**src/rtl/alu_issue_unit_pkg.sv**
```systemverilog
// Shared CPU definitions for the ALU issue unit: sequencer states, register
// selects, ALU operation codes, flag bit positions and the opcode legality test.
package alu_issue_unit_pkg;

  typedef enum logic [1:0] {
    ST_IDLE    = 2'd0,
    ST_OPERAND = 2'd1,
    ST_EXEC    = 2'd2
  } state_e;

  typedef enum logic [2:0] {
    REG_B   = 3'd0,
    REG_C   = 3'd1,
    REG_D   = 3'd2,
    REG_E   = 3'd3,
    REG_H   = 3'd4,
    REG_L   = 3'd5,
    REG_HLI = 3'd6,
    REG_A   = 3'd7
  } reg_sel_e;

  typedef enum logic [2:0] {
    ALU_ADD = 3'd0,
    ALU_ADC = 3'd1,
    ALU_SUB = 3'd2,
    ALU_SBC = 3'd3,
    ALU_AND = 3'd4,
    ALU_XOR = 3'd5,
    ALU_OR  = 3'd6,
    ALU_CP  = 3'd7
  } alu_op_e;

  localparam int FLAG_Z = 3;
  localparam int FLAG_N = 2;
  localparam int FLAG_H = 1;
  localparam int FLAG_C = 0;

  // 0x80-0xBF register/(HL) forms, or 0xC6..0xFE immediate forms.
  function automatic logic is_alu_opcode(input logic [7:0] op);
    return (op[7:6] == 2'b10) || ((op[7:6] == 2'b11) && (op[2:0] == REG_HLI));
  endfunction

endpackage

```
**src/rtl/alu_issue_unit.sv**
```systemverilog
// Sequences one ALU-class instruction: fetch operand (register file, (HL) or
// immediate byte), present it to the external ALU, write back A and F.
module alu_issue_unit
  import alu_issue_unit_pkg::*;
#(
  parameter int ADDR_W = 16
) (
  input  logic              i_Clk,
  input  logic              i_Rst,
  input  logic              i_Start,
  input  logic [7:0]        i_Opcode,
  input  logic [ADDR_W-1:0] i_HL,
  input  logic [ADDR_W-1:0] i_PC,
  output logic [2:0]        o_Reg_Sel,
  input  logic [7:0]        i_Reg_Data,
  output logic              o_Mem_Req,
  output logic [ADDR_W-1:0] o_Mem_Addr,
  input  logic              i_Mem_Ack,
  input  logic [7:0]        i_Mem_Data,
  output logic              o_PC_Inc,
  output logic [7:0]        o_ALU_A,
  output logic [7:0]        o_ALU_B,
  output logic [2:0]        o_ALU_Op,
  output logic [3:0]        o_ALU_F,
  input  logic [7:0]        i_ALU_Result,
  input  logic [3:0]        i_ALU_F,
  input  logic              i_A_We,
  input  logic [7:0]        i_A_Wdata,
  input  logic              i_F_We,
  input  logic [3:0]        i_F_Wdata,
  output logic [7:0]        o_A,
  output logic [7:0]        o_F,
  output logic              o_Busy,
  output logic              o_Done,
  output logic              o_Illegal
);

  state_e     state_q, state_d;
  logic [7:0] op_q, op_d;
  logic [7:0] operand_q, operand_d;
  logic [7:0] a_q, a_d;
  logic [3:0] f_q, f_d;
  logic       done_q, done_d;
  logic       illegal_q, illegal_d;
  logic       pc_inc_q, pc_inc_d;

  logic mem_form;
  logic imm_form;

  assign mem_form = (op_q[2:0] == REG_HLI);
  assign imm_form = (op_q[7:6] == 2'b11);

  // NOTE: every flop resets asynchronously so an abort mid-operation leaves no
  // partial writeback; non-blocking assignments keep all flops updating together.
  always_ff @(posedge i_Clk or posedge i_Rst) begin
    if (i_Rst) begin
      state_q   <= ST_IDLE;
      op_q      <= 8'h00;
      operand_q <= 8'h00;
      a_q       <= 8'h00;
      f_q       <= 4'h0;
      done_q    <= 1'b0;
      illegal_q <= 1'b0;
      pc_inc_q  <= 1'b0;
    end else begin
      state_q   <= state_d;
      op_q      <= op_d;
      operand_q <= operand_d;
      a_q       <= a_d;
      f_q       <= f_d;
      done_q    <= done_d;
      illegal_q <= illegal_d;
      pc_inc_q  <= pc_inc_d;
    end
  end

  always_comb begin
    state_d = state_q;
    case (state_q)
      ST_IDLE:    if (i_Start && is_alu_opcode(i_Opcode)) state_d = ST_OPERAND;
      ST_OPERAND: if (!mem_form || i_Mem_Ack) state_d = ST_EXEC;
      ST_EXEC:    state_d = ST_IDLE;
      default:    state_d = ST_IDLE;
    endcase
  end

  // NOTE: each signal gets a default before the case so no latch is inferred.
  always_comb begin
    op_d      = op_q;
    operand_d = operand_q;
    a_d       = a_q;
    f_d       = f_q;
    done_d    = 1'b0;
    illegal_d = 1'b0;
    pc_inc_d  = 1'b0;

    if (i_A_We) a_d = i_A_Wdata;
    if (i_F_We) f_d = i_F_Wdata;

    case (state_q)
      ST_IDLE: begin
        if (i_Start) begin
          if (is_alu_opcode(i_Opcode)) op_d = i_Opcode;
          else                         illegal_d = 1'b1;
        end
      end
      ST_OPERAND: begin
        if (!mem_form) begin
          operand_d = (op_q[2:0] == REG_A) ? a_q : i_Reg_Data;
        end else if (i_Mem_Ack) begin
          operand_d = i_Mem_Data;
          pc_inc_d  = imm_form;
        end
      end
      ST_EXEC: begin
        // Writeback comes after the external writes so it takes priority.
        f_d = i_ALU_F;
        if (op_q[5:3] != ALU_CP) a_d = i_ALU_Result;
        done_d = 1'b1;
      end
      default: ;
    endcase
  end

  always_comb begin
    o_Busy     = (state_q != ST_IDLE);
    o_Reg_Sel  = op_q[2:0];
    o_Mem_Req  = (state_q == ST_OPERAND) && mem_form;
    o_Mem_Addr = imm_form ? i_PC : i_HL;
    o_ALU_A    = a_q;
    o_ALU_B    = operand_q;
    o_ALU_Op   = op_q[5:3];
    o_ALU_F    = f_q;
  end

  assign o_A       = a_q;
  assign o_F       = {f_q[FLAG_Z], f_q[FLAG_N], f_q[FLAG_H], f_q[FLAG_C], 4'h0};
  assign o_Done    = done_q;
  assign o_Illegal = illegal_q;
  assign o_PC_Inc  = pc_inc_q;

endmodule

```
**config.mk**
```make
export PLATFORM = sky130hd
export DESIGN_NAME = alu_issue_unit
export DESIGN_NICKNAME = d
export VERILOG_FILES = /design/src/rtl/alu_issue_unit_pkg.sv /design/src/rtl/alu_issue_unit.sv
export SDC_FILE = /design/constraint.sdc
export NUM_CORES = 1
export LEC_CHECK = 0
export ABC_AREA = 1
export ABC_CLOCK_PERIOD_IN_PS = 1600
export CORE_AREA = 3 3 91 93
export CTS_CLUSTER_DIAMETER = 40
export CTS_CLUSTER_SIZE = 40
export DETAILED_ROUTE_END_ITERATION = 8
export DIE_AREA = 0 0 94 96
export GPL_TIMING_DRIVEN = 0
export PLACE_DENSITY = 0.72
export SETUP_SLACK_MARGIN = 0.1
export SYNTH_ARGS = -nofsm -noshare
export SYNTH_HDL_FRONTEND = slang
export SYNTH_SLANG_ARGS = --single-unit
```
**constraint.sdc**
```tcl
create_clock -name i_Clk -period 1.6 [get_ports i_Clk]
set_clock_uncertainty 0.2 [all_clocks]
set_input_delay 0.24 -clock i_Clk [delete_from_list [all_inputs] [get_ports i_Clk]]
set_output_delay 0.24 -clock i_Clk [all_outputs]
set_load 0.01 [all_outputs]
```
==> summary.md <==
| Metric | Value |
|---|---|
| Hold Fails Final Rpt | `0` |
| Initial core utilization | `0.286` |
| DRC | `0` |
| Setup TNS | `-3.52 ns` |
| Reg-to-reg endpoint | `o_A[1]` |
| Worst reg-to-reg path cell count | `6` |
| Vias in the first global route | `2268` |
| Most frequent cell after synthesis | `nand2_1` |
| EDFF count, synth | `0` |
| Max capacitance violation total | `0` |
| Pwr per Cell Area | `~850 nW/um^2` |
| Syn Area/Cell | `8.81 um^2` |
| Die outline area | `~9000 um^2` |
| Fmax achieved | `0.532 GHz` |
| Status | `finished, violations left` |
| Sink Count | `33` |
| FP Rows | `32` |
| Gate Count Post-Synth | `around 250` |
| Number of nets in the layout | `527` |
| Worst-skew pair later-pin latency | `approximately 0.27 ns` |
| YS warnings | `0` |
| CTS buffer count | `5` |
| Synth top area share | `0.380` |
| DRT Wirelength | `~7600 um` |
| CTS Root Cell | `clkbuf_8` |
| DR vias/cell | `4.32` |
| Chip Height | `96 um` |
| Period minus WS final | `between 1.5 and 2 ns` |
| Final HPWL DP | `5540 um` |
| TritonCTS clock tree | `yes` |
| WP data arrival | `1.44 ns` |
| DRT Pass-1 Iters | `4` |
| Top post-synthesis cells by area | `dfrtp_1 (38%), nand2_1 (9.3%), buf_4 (8.3%)` |
| Per-cell routed wire length | `between 10 and 15 um` |
| CP top delay family | `flip-flops` |
| Placer Congestion | `around 0.81` |
| Place WS | `-0.452 ns` |
| Crit path buf inv count | `3` |
| Slowest CP cell | `dfrtp_1` |
| Die width | `around 94 um` |
| Failing checks | `setup timing` |
| Initial antenna violation count | `0` |
| Worst vdd ir | `between 400 and 500 uV` |
| Area growth, synth to finish | `97.1%` |
| Max transition margin | `0.508` |
| Largest net degree at the start of global routing | `34` |
| Ys async rst share | `1.00` |
| Lkg Pwr | `~2.1 nW` |
| Netlist cell types | `30` |
| Gr usage total | `0.161` |
| Worst setup margin | `-0.279 ns` |
| Worst hold start | `i_Opcode[7]` |
| Worst path max stage delay | `0.41 ns` |
| Data required time at the worst endpoint | `1.16 ns` |
| ANT cells | `0` |
| FF+latch count, synth | `33` |
| RSZ-0062 raised after global routing | `true` |
| Iter 0 DRT Violations | `61` |
| Area of the core | `around 7600 um^2` |
| Clock slew at reported path FFs | `around 0.06 ns` |
| Most frequent cells after synthesis | `nand2_1 (54), dfrtp_1 (33), buf_4 (24)` |
| Critical R2R Launch | `state_q[0]` |
| Worst Path Max Fanout | `5` |
| Mapped Area | `between 2000 and 2500 um^2` |
| Reg-to-reg slack, setup | `between 0.15 and 0.2 ns` |
| CP startpoint kind | `register` |
| Final antenna-violating net count | `0` |
| I/O Buffers | `~140` |
| Post-synth top area cell | `dfrtp_1` |
| Layout cells sized above 1 | `0.351` |
| Sequential share of the synthesized area | `0.380` |
| First-pass GRT wire length | `11400 um` |
| Total gr overflow | `0` |
| CP Capture Type | `output pin` |
| Hold_buf cts | `0` |
| I/O Pins | `between 100 and 150` |
| H-tree levels | `2` |
| Final Max Slew Viols | `0` |
| CP Cell Sequence | `nand2_4 -> buf_6 -> buf_12 -> mux2_4 -> buf_6` |
| Most used cell, CP | `buf_6` |
| Worst min path class | `in2reg` |
| CTS max path bufs | `2` |
| Worst-Margin Slew | `0.737 ns` |
| Critical path class | `reg2out` |
| Final period util | `1.17` |
| WHS Path Cells | `3` |
| Post-synth top flop | `dfrtp_1` |
| Hold EP | `op_q[5]` |
| Final setup viols | `16` |
| Routed via count | `roughly 2300` |
## power by group
part | switching (mW) | leakage, nW | internal (mW) | total (mW)
sequential | 0.0918 | 0.406 | 0.984 | 1.08
clock | 0.273 | 0.0443 | 0.341 | 0.614
combinational | 0.821 | 1.65 | 1.15 | 1.97
total | 1.19 | 2.10 | 2.48 | 3.66
## registers in the layout (all words and copies together), names as in the netlist
name	flops
o_ALU_F	4
o_PC_Inc	1
o_Illegal	1
state_q	2
o_ALU_B	8
op_q	8
o_A	8
o_Done	1
## kinds of logic (layout without fill, tap and decap cells)
group	count (synthesis)	count (layout)	share of synthesized area
other	1	4	0.00172
and+or+nand+nor	127	127	0.305
AOI/OAI and AO/OA	19	20	0.0690
muxes	16	16	0.0983
DFF	33	33	0.380
buffers and inverters	51	241	0.146
## per-stage QoR
stage | cell area [um^2] | utilization | hold slack, ns | cells | total power, mW
after CTS | 4120 | 0.541 | 0.190 | 528 | 3.60
after floorplan | 2190 | - | 0.169 | 250 | 1.92
after global placement | 3740 | 0.491 | 0.267 | 494 | 2.74
after detailed placement | 3740 | 0.491 | 0.269 | 494 | 2.77
final | 4290 | 0.564 | 0.210 | 543 | 3.66
after global routing | 4290 | 0.564 | 0.244 | 543 | 3.88
## worst min-delay path: stages
cell and delay [ns]:
buf_1 0.20, nand4_1 0.16, nand2_1 0.05
## cell type report
class,count,area [um^2]
Fill cell,725,3320
Timing Repair Buffer,185,1780
Multi-Input combinational cell,167,1120
Sequential cell,33,826
Buffer,30,260
Tap cell,102,128
Inverter,19,87.6
Clock buffer,7,86.3
## cell usage in the layout (no fill, tap or decap), drive strengths merged, types with 16 or more instances in the layout
cell,instances
nand4,23
dlygate4sd2,23
mux2,16
nor2,20
nand3,25
inv,17
buf,93
dfrtp,33
a21oi,18
clkdlybuf4s50,83
nand2,58
clkbuf,17
## worst max path at each step
stage,end,start,cells past startpoint
finish,o_Mem_Addr[13],op_q[6],5
global route,o_Mem_Addr[9],op_q[6],5
CTS,o_Mem_Addr[9],op_q[7],5
detailed placement,o_Mem_Addr[9],op_q[6],4
global placement,o_Mem_Addr[9],op_q[6],4
floorplan,o_Mem_Addr[10],op_q[6],3
## what timing repair did
| item | 4_1_cts | 5_1_grt |
|---|---|---|
| gates cloned | 1 | 2 |
| pin swaps | 3 | 9 |
| buffers inserted | 27 | 15 |
| setup endpoints to repair | 92 | 56 |
| resized for setup | 180 | 30 |
## routing by layer
metal	vias up	part of all wire	GRT usage
li1	1198	-	-
met1	1083	0.42	0.207
met2	60	0.52	0.274
met3	4	0.049	0.0328
met4	0	0.011	0.0481
met5	-	0	0
No activity file was read; power rests on OpenSTA's default activity.
